===== config.mk =====
export PLATFORM = sky130hd
export DESIGN_NAME = boot_loader_arb
export DESIGN_NICKNAME = d
export VERILOG_FILES = /design/src/rtl/boot_loader_arb.sv
export SDC_FILE = /design/constraint.sdc
export NUM_CORES = 1
export LEC_CHECK = 0
export CORE_MARGIN = 1.5
export CORE_UTILIZATION = 47
export CTS_CLUSTER_DIAMETER = 120
export DETAILED_ROUTE_END_ITERATION = 12
export GPL_ROUTABILITY_DRIVEN = 0
export GPL_TIMING_DRIVEN = 0
export PLACE_DENSITY = 0.77
export SYNTH_ARGS = -nofsm -noshare
export SYNTH_HDL_FRONTEND = slang
export SYNTH_SLANG_ARGS = --single-unit

===== constraint.sdc =====
create_clock -name clk -period 3.5 [get_ports clk]
set_clock_uncertainty 0.2 [all_clocks]
set_input_delay 0.35 -clock clk [delete_from_list [all_inputs] [get_ports clk]]
set_output_delay 0.35 -clock clk [all_outputs]
set_load 0.02 [all_outputs]

===== src/rtl/boot_loader_arb.sv =====
// UART boot loader / j1 arbiter for the code RAM data port: passes the CPU through in RUN,
// otherwise holds the core in reset and writes framed UART words. Optional BOOT_CHKSUM_EN adds a checksum byte.
module boot_loader_arb #(
    parameter int unsigned ADDR_W    = 12,
    parameter logic [7:0]  SYNC_BYTE = 8'hA5,
    parameter int unsigned TIMEOUT   = 40_000_000
) (
    input  logic        clk,
    input  logic        resetq,
    input  logic        boot_req,
    input  logic        rx_valid,
    input  logic [7:0]  rx_data,
    output logic        rx_rd,
    input  logic [15:0] cpu_addr,
    input  logic        cpu_wr,
    input  logic [31:0] cpu_d,
    output logic [15:0] ram_addr,
    output logic        ram_wr,
    output logic [31:0] ram_d,
    output logic        cpu_resetq,
    output logic        busy,
    output logic        err
);

    typedef enum logic [2:0] {
        S_RUN, S_SYNC, S_LEN0, S_LEN1, S_DATA, S_WRITE, S_DONE
`ifdef BOOT_CHKSUM_EN
        , S_CHK
`endif
    } state_t;

`ifdef BOOT_CHKSUM_EN
    localparam state_t S_TAIL = S_CHK;
`else
    localparam state_t S_TAIL = S_DONE;
`endif

    state_t      state_q, state_d;
    logic        boot_p1;
    logic        rx_rd_p1;
    logic        cpu_resetq_q;
    logic        err_q, err_d;
    logic [15:0] word_idx_q;
    logic [1:0]  byte_cnt_q;
    logic [31:0] tmo_q;
    logic [7:0]  len_lo_q;
    logic [15:0] len_q;
    logic [31:0] word_q;
`ifdef BOOT_CHKSUM_EN
    logic [7:0]  sum_q;
`endif

    logic        accepting, timed, vld_p0, tmo_hit, in_range, run;

    always_comb begin
        accepting = 1'b0;
        timed     = 1'b0;
        case (state_q)
            S_SYNC:                 accepting = 1'b1;
            S_LEN0, S_LEN1, S_DATA: begin accepting = 1'b1; timed = 1'b1; end
`ifdef BOOT_CHKSUM_EN
            S_CHK:                  begin accepting = 1'b1; timed = 1'b1; end
`endif
            default: ;
        endcase
    end

    // A byte is taken only if none was taken last cycle, giving buart time to drop rx_valid.
    assign vld_p0   = accepting && rx_valid && !rx_rd_p1;
    assign tmo_hit  = timed && !vld_p0 && (tmo_q == TIMEOUT - 1);
    assign in_range = (word_idx_q >> ADDR_W) == 16'd0;
    assign run      = (state_q == S_RUN);

    always_comb begin
        state_d = state_q;
        err_d   = err_q;
        case (state_q)
            S_RUN:   if (boot_req && !boot_p1) state_d = S_SYNC;
            S_SYNC:  if (vld_p0 && rx_data == SYNC_BYTE) begin
                         state_d = S_LEN0;
                         err_d   = 1'b0;
                     end
            S_LEN0:  if (vld_p0) state_d = S_LEN1;
            S_LEN1:  if (vld_p0) state_d = ({rx_data, len_lo_q} == 16'd0) ? S_TAIL : S_DATA;
            S_DATA:  if (vld_p0 && byte_cnt_q == 2'd3) state_d = S_WRITE;
            S_WRITE: state_d = (word_idx_q + 16'd1 == len_q) ? S_TAIL : S_DATA;
`ifdef BOOT_CHKSUM_EN
            S_CHK:   if (vld_p0) begin
                         if (rx_data == sum_q) begin
                             state_d = S_DONE;
                         end else begin
                             state_d = S_SYNC;
                             err_d   = 1'b1;
                         end
                     end
`endif
            S_DONE:  state_d = S_RUN;
            default: state_d = S_RUN;
        endcase
        if (tmo_hit) begin
            state_d = S_SYNC;
            err_d   = 1'b1;
        end
    end

    always_ff @(posedge clk or negedge resetq) begin
        if (!resetq) begin
            state_q      <= S_RUN;
            boot_p1      <= 1'b0;
            rx_rd_p1     <= 1'b0;
            cpu_resetq_q <= 1'b0;
            err_q        <= 1'b0;
            word_idx_q   <= 16'd0;
            byte_cnt_q   <= 2'd0;
            tmo_q        <= 32'd0;
        end else begin
            state_q      <= state_d;
            boot_p1      <= boot_req;
            rx_rd_p1     <= vld_p0;
            cpu_resetq_q <= (state_d == S_RUN);
            err_q        <= err_d;
            if (state_q == S_WRITE)
                word_idx_q <= word_idx_q + 16'd1;
            else if (state_q != S_DATA)
                word_idx_q <= 16'd0;
            if (state_q != S_DATA)
                byte_cnt_q <= 2'd0;
            else if (vld_p0)
                byte_cnt_q <= byte_cnt_q + 2'd1;
            tmo_q <= (timed && !vld_p0) ? tmo_q + 32'd1 : 32'd0;
        end
    end

    // Frame payload registers: always written before use within a frame, so no reset.
    always_ff @(posedge clk) begin
        if (vld_p0) begin
            case (state_q)
                S_LEN0:  len_lo_q <= rx_data;
                S_LEN1:  len_q    <= {rx_data, len_lo_q};
                S_DATA:  word_q   <= {rx_data, word_q[31:8]};
                default: ;
            endcase
        end
`ifdef BOOT_CHKSUM_EN
        if (state_q == S_SYNC)
            sum_q <= 8'd0;
        else if (vld_p0 && (state_q == S_LEN0 || state_q == S_LEN1 || state_q == S_DATA))
            sum_q <= sum_q + rx_data;
`endif
    end

    assign rx_rd      = vld_p0;
    assign ram_addr   = run ? cpu_addr : 16'({word_idx_q[ADDR_W-1:0], 2'b00});
    assign ram_wr     = run ? cpu_wr : (state_q == S_WRITE && in_range);
    assign ram_d      = run ? cpu_d : word_q;
    assign cpu_resetq = cpu_resetq_q;
    assign busy       = !run;
    assign err        = err_q;

endmodule

==> results of run 1 <==
flip-flops by register name, summed over array words and instances, names as in the netlist:
signal,count
boot_p1,1
byte_cnt_q,2
cpu_resetq,1
err,1
len_lo_q,8
len_q,16
rx_rd_p1,1
state_q,3
tmo_q,32
word_idx_q,16
word_q,32
layout by cell type (no fill, tap or decap), types with 4 or more instances in the layout:
cell / netlist / final
nor2_1: 52 / 52
nor3_1: 9 / 7
clkinvlp_4: 0 / 4
nor3b_1: 4 / 4
xor2_1: 35 / 35
and3_1: 10 / 10
and2_1: 5 / 5
nor2b_1: 6 / 6
clkbuf_1: 18 / 16
dfrtp_1: 57 / 57
nand4_1: 17 / 17
nand2_1: 160 / 160
edfxtp_1: 56 / 56
clkdlybuf4s50_1: 0 / 112
nor4b_1: 4 / 4
inv_1: 4 / 4
or4_1: 4 / 4
a21oi_1: 13 / 13
xnor2_1: 24 / 24
buf_2: 9 / 10
nand3_1: 24 / 24
o21ai_0: 16 / 16
or3_1: 8 / 8
clkbuf_8: 2 / 6
mux2i_1: 5 / 5
and4_1: 6 / 6
nor4_1: 5 / 5
clkbuf_16: 0 / 19
area by class of cell:
cell class | instances | share of cell area (%)
Buffer | 30 | 1.99
Clock buffer | 24 | 6.84
Clock inverter | 8 | 1.11
Inverter | 5 | 0.240
Multi-Input combinational cell | 443 | 32.5
Sequential cell | 113 | 39.8
Tap cell | 147 | 2.36
Timing Repair Buffer | 116 | 15.2
power by group through the flow:
stage               registers (mW)  logic (mW)  clock network, mW
detailed placement            1.46        1.31                  0
CTS                           1.43        1.32               1.75
global placement              1.46        1.28                  0
global route                  1.43        1.42               1.81
floorplan                     1.46       0.690                  0
finish                        1.43        1.32               1.73
logic make-up (layout without fill, tap and decap cells):
group                    count (synthesis)  count (layout)  share of synthesized area [%]
adder cells (fa/ha/maj)                  3               3                          0.648
AND/OR/NAND/NOR                        336             336                           28.4
buffers and inverters                   35             183                           2.94
flip-flops                             113             113                           53.7
multiplexers                             6               6                           1.06
XOR/XNOR                                60              60                           9.31
AO/OA/AOI/OAI                           38              38                           3.95
routing by layer:
| metal | vias to the layer above | global-route usage (%) | routed length, um |
|---|---|---|---|
| met5 | - | 0 | 0 |
| met4 | 0 | 6.92 | 176 |
| met3 | 17 | 4.84 | 788 |
| met2 | 176 | 36.5 | 6710 |
| met1 | 2258 | 30.8 | 6270 |
| li1 | 2301 | - | - |
worst max path at each step:
stage                      end  slack [ps]  cells after the start
floorplan           cpu_resetq         870                      5
finish               ram_d[30]         320                      7
global placement    cpu_resetq        -160                      6
CTS                  ram_d[30]          20                      7
global route         ram_d[30]         150                      7
detailed placement   ram_d[30]         200                      7
what timing repair did:
| action | in CTS | in global routing |
|---|---|---|
| endpoints found under the setup margin | 18 | 10 |
| resized for setup | 2 | 5 |
| endpoints found under the hold margin | 25 | 0 |
| hold buffers | 1 | 0 |
==> key figures, run 1 <==
GRT
  • Initial antenna violation count: 0
  • Largest net degree at the start of global routing: 33
  • Vias in the first global route: 4579
  • First-pass GRT wire length: 22800 um
  • Gr usage total: 22.6%
  • Grt ovf: 0

Worst setup path
  • CP Class: reg2out
  • Data required, critical path: 2950 ps
  • Crit path buf inv count: 4
  • Worst path slowest cell: clkdlybuf4s50_1
  • Worst R2R Setup Slack: 1200 ps
  • Delay-heaviest family, CP: buffers and inverters
  • Worst setup EP type: output pin
  • Slowest stage delay, CP: 630 ps
  • Worst-path maximum fanout: 10
  • Critical Path, Cell by Cell: buf_2, nor3_4, clkbuf_2, buf_2, nand2_1, nand2_1, clkdlybuf4s50_1
  • Worst Reg-to-Reg Cells: 7
  • Worst setup path startpoint: state_q[2]
  • Crit start category: flip-flop
  • FF-to-FF End: state_q[1]
  • Worst EP arrival: 2630 ps
  • FF-to-FF Start: word_idx_q[0]

Final layout
  • Share of layout cells above drive strength 1: 9.47%
  • # fillers: 917
  • Diode count: 0
  • Nets: 790
  • Area Growth Syn to Fin: 34.8%
  • Finished Cell Area: 7810 um2
  • Reg area: 3110 um2
  • Area of the multi-input gates: 2540 um2
  • Core Util, Final: 65.0%
  • Final Non-Filler Cells: 886

Synth
  • Synth Instances: 591
  • #FFs+latches synth: 113
  • Yosys warning count: 0
  • Ys flop type: dfrtp_1
  • Yosys top cell by area: edfxtp_1
  • Mapped Avg Cell Area: 9.80 um2
  • Top cells by count, synth: nand2_1, dfrtp_1, edfxtp_1, nor2_1, xor2_1
  • Number of flops mapped to enable cells by yosys: 56
  • Area contributors post-synth: edfxtp_1, dfrtp_1, nand2_1, xor2_1, xnor2_1
  • Unique masters post-synth: 55
  • Seq/Total Area, Yosys: 53.7%
  • Most frequent cell after synthesis: nand2_1
  • Synthesized cell area: 5790 um2
  • Mapped Nets: 655
  • Top-area cell type share of the netlist area: 29.0%
  • Asr flop ratio synth: 50.4%

Power
  • Pint: 3.13 mW
  • Sequential Power Share: 31.9%
  • Gate power share: 29.5%
  • PnR Total Power: 4.48 mW
  • Leakage: 3.14 nW
  • Sw frac: 30.3%
  • Maximum VDD drop: 391 uV
  • Pwr per Cell Area: 574 nW/um2
  • Clock power frac: 38.6%
  • Switching pwr: 1.36 mW

Timing
  • Fmax: 314 MHz
  • Min cycle time layout: 3180 ps
  • Sum of negative setup slack: 0 ps
  • RSZ-0062 raised after global routing: no
  • Final hold violations: 0
  • Setup Viol. Count Final: 0
  • Worst setup margin: 318 ps
  • Post-route clock period utilization: 90.9%
  • Hold Slack: 213 ps
  • Measured slew at the worst slew-check pin: 654 ps
  • Max Slew Vio Count: 0
  • Relative slew slack: 56.2%

Routing
  • Via density: 5.36
  • DR iter-0 viols: 262
  • DR WL/cell: 15.7 um
  • Drt pass-1 iters: 4
  • Vias: 4752
  • DRT Wirelength: 13900 um
  • Post-route ant nets: 0
  • DRC: 0

Floorplanning
  • IO Pins: 114
  • Die ar.: 13000 um2
  • Initial Util: 48.2%
  • Die height: 114 um
  • DIE WIDTH: 114 um
  • Core ar.: 12000 um2
  • Placement Rows: 40

Clock network
  • Worst skew pair latency: 400 ps
  • CTS tree: built
  • CTS clk-pin slew, worst paths: 50 ps
  • Max Root-Sink Buffers: 2
  • CTS H-Tree Depth: 4
  • CTS Buf Count: 17
  • Num Clock Sinks: 113
  • Clk root buf: clkbuf_16
  • Setup bufs post-CTS: 0

Flow run
  • Maxcap violations: 0

Place
  • Port bufs: 113
  • Post-DP Area: 7160 um2
  • Inst Count DP: 853
  • Dpl ws: 201 ps
  • Post-DP HPWL: 10300 um

Run status
  • Status: finished, final reports clean

Min path
  • Hold depth: 1
  • Worst min path class: in2reg
  • Hold_sp: boot_req
  • Hold EP: boot_p1
(Power assumes the default switching activity.)
==> run 2, diff against run 1 <==
--- a/config.mk
+++ b/config.mk
@@ -5,6 +5,7 @@
 export SDC_FILE = /design/constraint.sdc
 export NUM_CORES = 1
 export LEC_CHECK = 0
+export ABC_CLOCK_PERIOD_IN_PS = 3500
 export CORE_MARGIN = 1.5
 export CORE_UTILIZATION = 47
 export CTS_CLUSTER_DIAMETER = 120
==> results of run 2 <==
No change in the layout: final DEF, timing and power equal those of run 1.
